**src/rtl/alu_acc_pipe.sv**
```systemverilog
// alu_acc_pipe
//   Registered WIDTH-bit ALU with a one-deep output stage, valid/ready
//   handshake on both sides, an internal accumulator and carry/zero flags.
//   Sits between the operand source and the result consumer.
//
//   Build option: define ALU_SAT_EN to make ops 1-3 saturate unsigned
//   (add overflow -> all ones, sub underflow -> 0). When ALU_SAT_EN is not
//   defined, ops 1-3 wrap mod 2^WIDTH and no saturation logic is built.
//
// Parameters
//   WIDTH     operand/result width (>= 2)
//   ACC_INIT  accumulator value after reset and after acc_clr
//
// Ports
//   Clock      in   rising-edge clock
//   Resetn     in   asynchronous active-low reset
//   in_valid   in   operation presented this cycle
//   in_ready   out  operation can be accepted this cycle
//   S          in   opcode: 0 zero, 1 B-A, 2 A-B, 3 A+B, 4 xor, 5 or, 6 and, 7 ones
//   A, B       in   operands (A replaced by acc when acc_sel=1)
//   acc_sel    in   use accumulator as operand A
//   acc_wr     in   load result into accumulator on accept
//   acc_clr    in   synchronous accumulator clear, independent of handshake
//   out_valid  out  F/carryout/zero hold a valid result
//   out_ready  in   consumer takes the result this cycle
//   F          out  registered result
//   carryout   out  add carry / sub borrow, 0 for other ops
//   zero       out  F == 0
//   acc        out  current accumulator value

module alu_acc_pipe #(
  parameter int unsigned            WIDTH    = 8,
  parameter logic [WIDTH-1:0]       ACC_INIT = '0
) (
  input  logic             Clock,
  input  logic             Resetn,
  input  logic             in_valid,
  output logic             in_ready,
  input  logic [2:0]       S,
  input  logic [WIDTH-1:0] A,
  input  logic [WIDTH-1:0] B,
  input  logic             acc_sel,
  input  logic             acc_wr,
  input  logic             acc_clr,
  output logic             out_valid,
  input  logic             out_ready,
  output logic [WIDTH-1:0] F,
  output logic             carryout,
  output logic             zero,
  output logic [WIDTH-1:0] acc
);

  typedef enum logic [2:0] {
    OP_ZERO = 3'd0,
    OP_BSA  = 3'd1,
    OP_ASB  = 3'd2,
    OP_ADD  = 3'd3,
    OP_XOR  = 3'd4,
    OP_OR   = 3'd5,
    OP_AND  = 3'd6,
    OP_ONES = 3'd7
  } op_t;

  logic             accept;
  logic [WIDTH-1:0] op_a;
  logic [WIDTH:0]   sum_ext;
  logic [WIDTH:0]   bsa_ext;
  logic [WIDTH:0]   asb_ext;
  logic [WIDTH-1:0] f_next;
  logic             c_next;

  // The output stage frees up in the same cycle the consumer drains it,
  // so a full-rate stream never sees a bubble.
  assign in_ready = !out_valid || out_ready;
  assign accept   = in_valid && in_ready;

  // The accumulator register already holds the previous accepted result
  // when acc_wr was set, so back-to-back accumulation needs no bypass.
  assign op_a = acc_sel ? acc : A;

  // One extra bit captures carry on add and borrow on subtract.
  assign sum_ext = {1'b0, op_a} + {1'b0, B};
  assign bsa_ext = {1'b0, B} - {1'b0, op_a};
  assign asb_ext = {1'b0, op_a} - {1'b0, B};

  always_comb begin
    f_next = '0;
    c_next = 1'b0;
    unique case (op_t'(S))
      OP_ZERO: begin
        f_next = '0;
      end
      OP_BSA: begin
        c_next = bsa_ext[WIDTH];
`ifdef ALU_SAT_EN
        f_next = bsa_ext[WIDTH] ? '0 : bsa_ext[WIDTH-1:0];
`else
        f_next = bsa_ext[WIDTH-1:0];
`endif
      end
      OP_ASB: begin
        c_next = asb_ext[WIDTH];
`ifdef ALU_SAT_EN
        f_next = asb_ext[WIDTH] ? '0 : asb_ext[WIDTH-1:0];
`else
        f_next = asb_ext[WIDTH-1:0];
`endif
      end
      OP_ADD: begin
        c_next = sum_ext[WIDTH];
`ifdef ALU_SAT_EN
        f_next = sum_ext[WIDTH] ? '1 : sum_ext[WIDTH-1:0];
`else
        f_next = sum_ext[WIDTH-1:0];
`endif
      end
      OP_XOR: begin
        f_next = op_a ^ B;
      end
      OP_OR: begin
        f_next = op_a | B;
      end
      OP_AND: begin
        f_next = op_a & B;
      end
      OP_ONES: begin
        f_next = '1;
      end
      default: begin
        f_next = '0;
      end
    endcase
  end

  // Output stage: load on accept, drop valid once drained, otherwise hold.
  always_ff @(posedge Clock or negedge Resetn) begin
    if (!Resetn) begin
      out_valid <= 1'b0;
      F         <= '0;
      carryout  <= 1'b0;
      zero      <= 1'b0;
    end else if (accept) begin
      out_valid <= 1'b1;
      F         <= f_next;
      carryout  <= c_next;
      zero      <= (f_next == '0);
    end else if (out_ready) begin
      out_valid <= 1'b0;
    end
  end

  // Clear takes priority over a coinciding accumulate write.
  always_ff @(posedge Clock or negedge Resetn) begin
    if (!Resetn) begin
      acc <= ACC_INIT;
    end else if (acc_clr) begin
      acc <= ACC_INIT;
    end else if (accept && acc_wr) begin
      acc <= f_next;
    end
  end

endmodule

```
**config.mk**
```make
export PLATFORM = sky130hd
export DESIGN_NAME = alu_acc_pipe
export DESIGN_NICKNAME = d
export VERILOG_FILES = /design/src/rtl/alu_acc_pipe.sv
export SDC_FILE = /design/constraint.sdc
export NUM_CORES = 1
export LEC_CHECK = 0
export ABC_CLOCK_PERIOD_IN_PS = 3300
export CELL_PAD_IN_SITES_DETAIL_PLACEMENT = 1
export CELL_PAD_IN_SITES_GLOBAL_PLACEMENT = 1
export CORE_AREA = 2 2 98 91
export DETAILED_ROUTE_END_ITERATION = 12
export DIE_AREA = 0 0 100 93
export PLACE_DENSITY_LB_ADDON = 0.1
export SETUP_SLACK_MARGIN = 0.5
export SYNTH_ARGS = -nofsm -noshare
export SYNTH_HDL_FRONTEND = slang
export SYNTH_SLANG_ARGS = --single-unit
```
**constraint.sdc**
```tcl
create_clock -name Clock -period 3.3 [get_ports Clock]
set_clock_uncertainty 0.2 [all_clocks]
set_input_delay 0.66 -clock Clock [delete_from_list [all_inputs] [get_ports Clock]]
set_output_delay 0.66 -clock Clock [all_outputs]
set_load 0.03 [all_outputs]
```
-- After elaboration in Yosys (flattened, before gate mapping)
Index checks and enable logic that the tools add are counted.
- reductions and logical operators: 8
- add/subtract/negate cells: 3
- eq/ne operators: 7
- bitwise logic cells: 3
- mux-type cells: 7
- operator list (cell ; number):
    case mux 8 bit (8 select lines) ; 1
    two-way mux 8 bit ; 3
    subtractor 8 x 8 -> 9 bit ; 2
    equality test 3 bit (second input constant) ; 4
    adder 8 x 8 -> 9 bit ; 1
    bitwise AND 8 bit ; 1
    logical NOT 8 bit ; 1
    bitwise OR 8 bit ; 1
    bitwise XOR 8 bit ; 1
    equality test 3 x 2 -> 1 bit (second input constant) ; 2
    nonzero test 2 bit ; 2
    equality test 3 x 1 -> 1 bit (second input constant) ; 1
    logical NOT 3 bit ; 1
    case mux 1 bit (3 select lines) ; 1
    logical AND 1 bit ; 2
    two-way mux 1 bit ; 2
    logical NOT 1 bit ; 1
    logical OR 1 bit ; 1
- input port bits: 26
- word-level logic and storage cells: 33
- register bits after elaboration: 19
- output and inout port bits: 20

-- Depth between registers and ports, before layout
- depth in word-level cells: 6
- mapped depth: 13
- gate-level depth less buffers: 12

-- Worst setup path before layout
OpenSTA, ideal clock, no wires.
- kind: input -> register
- start: in acc_sel
- end: reg zero
- data required time: 3.033 ns
- setup slack: -0.351 ns
- arrival: 3.383 ns
- stages on the path: 10
- library setup time: 0.067 ns
- buffers on the path: 1
- path through: clkbuf_1 -> mux2i_1 -> inv_1 -> fa_1 -> a21oi_1 -> o21bai_1 -> a221o_1 -> a221oi_2 -> and4_1 -> a32o_1
- word-level cells in the longest chain between the ends: 4
- elaborated cells between the ends (all ways): 9
- those cells by class: 3 x add/sub; 2 x mux; 3 x bitwise; 1 x reduce/logical
- ends and longest elaborated chain (element ; RTL line ; text):
    start: declaration ; 42 ; input logic acc_sel,
    two-way mux 8 bit (*) ; 79 ; assign op_a = acc_sel ? acc : A;
    adder 8 x 8 -> 9 bit (tied with other cells) ; 82 ; assign sum_ext = {1'b0, op_a} + {1'b0, B};
    case mux 8 bit (8 select lines) (*) ; 89 ; unique case (op_t'(S))
    logical NOT 8 bit (*) ; 146 ; zero <= (f_next == '0);
    end signal: assignment ; 146 ;
    end: declaration ; 49 ; output logic zero,
Mark *: on every way between the ends. The rest lies on a longest branch, timed or not.
A chain may end at the register's enable or synchronous reset.

-- Worst setup path in the final report
Ends and elaborated chain as after synthesis.

==> qor.csv <==
stage,metric,value,unit
run_status,outcome,"finished, final reports clean",
hold_path,worst hold path type,register to register,
synth,Yosys top cell area share,19.65,%
synth,multiplexer share of the synthesized area,8.376,%
routing,post-route ant nets,0,
setup_path,crit-path cells,"buf_8, mux2i_4, buf_6, ha_4, fa_2, buf_6, o21ba_4, nor2_1, nor2_1, a221o_1, a221oi_2, and4_1, a32o_1",
routing,final wirelength,8.775,mm
grt,met1 Track Usage GR,24.18,%
cells_and_area,multi-input logic area,2181,sq um
clocking,H-tree depth,1,
synth,number of synthesized flops with an enable pin,0,
clocking,CTS tree,done,
die,area of the core,8328,sq um
cells_and_area,"commonest non-fill, non-tap cell in the layout",buf_4,
cells_and_area,layout cells sized above 1,44.80,%
synth,Post-Synth Adder-Cell Area,20.99,%
grt,first-pass GRT wire length,13.65,mm
clocking,Num CTS Buffers,3,
grt,"Most Used Layer, Global Route",met2,
synth,Post-synth ARST share,100.0,%
setup_path,"Arr. time, crit path",3.04,ns
synth,xor/xnor share of the synthesized area,3.619,%
hold_path,worst hold start,F[4]$_DFFE_PN0P_,
pwr,peak supply drop,0.1737,mV
setup_path,slowest CP cell,fa_2,
grt,M2 GR Usage,32.88,%
grt,met3 Use GR,2.242,%
synth,Compound-Gate Fraction of Synth Area,24.41,%
setup_path,"CP delay by family, top",compound AO/OA/AOI/OAI gates,
grt,vias in the first global route,2684,
setup_path,Worst Setup End Kind,register,
setup_path,kind of critical path,primary input to register,
sta,fin. max-slew vios,0,
clocking,Max Root-Sink Buffers,2,
synth,Synth area leaders,"dfrtp_1 (20%), ha_1 (18%), mux2i_1 (7.4%)",
cells_and_area,Post-Layout Cell Count,506,
synth,"Seq/Total Area, Yosys",19.65,%
synth,"Top FF cell, synth",dfrtp_1,
sta,Hold Slack,0.2860,ns
cells_and_area,Storage cell area,475.5,sq um
grt,pin count of the biggest net entering global routing,23,
setup_path,depth of the most critical reg-to-reg path,11,
setup_path,Max stage delay on crit path,0.37,ns
clocking,clock sinks,19,
synth,Mapped Avg Cell Area,8.767,sq um
setup_path,Crit Reg-Reg Startpoint,acc[0]$_DFFE_PN0P_,
synth,Mapped Cells,276,
die,I/O pin cnt,46,
flow_run,max-cap viol count,0,
routing,1st-iter DRT viols,58,
placement,placer's final routability congestion estimate,0.8317,
synth,post-synth top area cell,dfrtp_1,
cells_and_area,final core utilization,50.15,%
sta,Max Clk Rate,328.5,MHz
setup_path,cell count along the critical path,13,
synth,syn_nets,340,
die,chip height,93,um
cells_and_area,"commonest cells after routing, fill and taps aside","buf_4 (78), clkdlybuf4s50_1 (33), nor2_1 (21), ha_1 (21), dfrtp_1 (19)",
setup_path,Critical Path Fanout Max,3,
grt,Tot GR Track Use,18.44,%
setup_path,Critical path origin,acc_sel,
pwr,leak pwr,1.886,nW
routing,number of vias per cell,4.994,
sta,unrepaired setup endpoints after global routing,yes,
placement,# port buffers,45,
synth,simple-gate area share of the yosys netlist,14.17,%
hold_path,Worst Hold Path Cells,2,
routing,DR pass1 iterations,4,
clocking,Worst-path clk slew,0.07,ns
routing,via count,2527,
clocking,Root Driver,clkbuf_8,
pwr,Overall Power,1.264,mW
cells_and_area,Area growth syn-to-layout,72.60,%
synth,"FF+latch count, synth",19,
sta,Slew headroom,40.82,%
die,Die Width,100,um
cells_and_area,ant diodes,0,
pwr,pwr/cell area,302.6,nW/um^2
sta,minimum clock period,3.044,ns
sta,worst-margin pin slew,0.8849,ns
sta,period utilization,92.25,%
routing,drt wl/cell,17.34,um
sta,Setup TNS,0,ns
sta,slack of the critical path,0.2558,ns
setup_path,CP required,3.30,ns
setup_path,Setup crit start kind,primary input,
cells_and_area,Fillers,948,
placement,DP Worst Slack,-0.7443,ns
routing,# DRC,0,
cells_and_area,Final nets,469,
sta,final setup fails,0,
grt,antenna violations before repair,0,
setup_path,Bufs and invs on worst path,3,
synth,main combinational cell family by area after synthesis,compound AO/OA/AOI/OAI gates,
clocking,Skew-Pair Late Insertion Delay,0.26,ns
placement,Placed Cells,488,
synth,Ys Warns,0,
synth,synth unique cells,59,
sta,final hold vios,0,
die,Initial Utilization,29.06,%
grt,total grt overflow,0,
die,Die Area,9300,sq um
cells_and_area,Final Cell Area,4177,sq um
die,row count,32,
placement,detailed placer's ending HPWL,6.914,mm
synth,area of the mapped netlist,2420,sq um
placement,placed cell area,3556,sq um
## Yosys cell counts (4+ instances only)
cell / n
ha_1: 35
inv_1: 26
nor2_1: 22
dfrtp_1: 19
mux2i_1: 18
nand2_1: 17
o21ai_0: 16
a21oi_1: 15
xnor2_1: 10
a211oi_1: 7
buf_6: 6
and3_1: 5
clkbuf_1: 5
a221oi_1: 4
nand2b_1: 4
o21bai_1: 4
## power by group
group	leakage (nW)	switching [mW]	total (mW)	internal [mW]
Clock	0.0228	0.0801	0.166	0.0859
Combinational	1.62	0.411	0.817	0.406
Sequential	0.244	0.0192	0.281	0.261
Total	1.89	0.511	1.26	0.753
## kinds of logic after synthesis
logic type / count (synthesis)
adder cells (fa/ha/maj): 39
AO/OA/AOI/OAI: 78
XOR/XNOR: 10
buffers and inverters: 43
AND/OR/NAND/NOR: 67
multiplexers: 20
flip-flops: 19
## what timing repair did
item | in CTS | in global routing
setup endpoints to repair | 17 | 16
hold buffers | 0 | 0
setup buffers | 7 | 7
gates resized for setup | 76 | 50
pin swaps | 31 | 38
## area by class of cell
cell class	instances	area share (%)
clock buffers	4	1.078
flip-flops and latches	19	11.38
repair buffers	139	29.75
multi-input cells	214	52.22
inverters	28	2.516
well taps	102	3.056
## layer usage
| metal | vias to the layer above | share of wire [%] | wire, um |
|---|---|---|---|
| met5 | - | 0 | 0 |
| met4 | 0 | 1.5 | 136 |
| met3 | 8 | 3.0 | 259 |
| met2 | 44 | 51 | 4435 |
| met1 | 1235 | 45 | 3944 |
| li1 | 1240 | - | - |
## sequential cells by signal, indices dropped and copies added (netlist names)
register,flops
F,8
carryout,1
out_valid,1
zero,1
acc,8
## worst paths after layout
path | to | slack (ns)
worst max-delay path | zero$_DFFE_PN0P_ | 0.26
worst min register to register | F[4]$_DFFE_PN0P_ | 0.29
max in group asynchronous | acc[4]$_DFFE_PN0P_ | 1.66
min in group asynchronous | acc[1]$_DFFE_PN0P_ | 0.70
worst max register to register | zero$_DFFE_PN0P_ | 0.41
worst min-delay path | F[4]$_DFFE_PN0P_ | 0.29
## tightest hold or removal path: cells and delay by family (launching register included)
| family | cells | cell delay, ns |
|---|---|---|
| DFF | 1 | 0.34 |
| and+or+nand+nor | 1 | 0.06 |
| AOI/OAI and AO/OA | 1 | 0.05 |
Power figures use the tool's default switching activity.
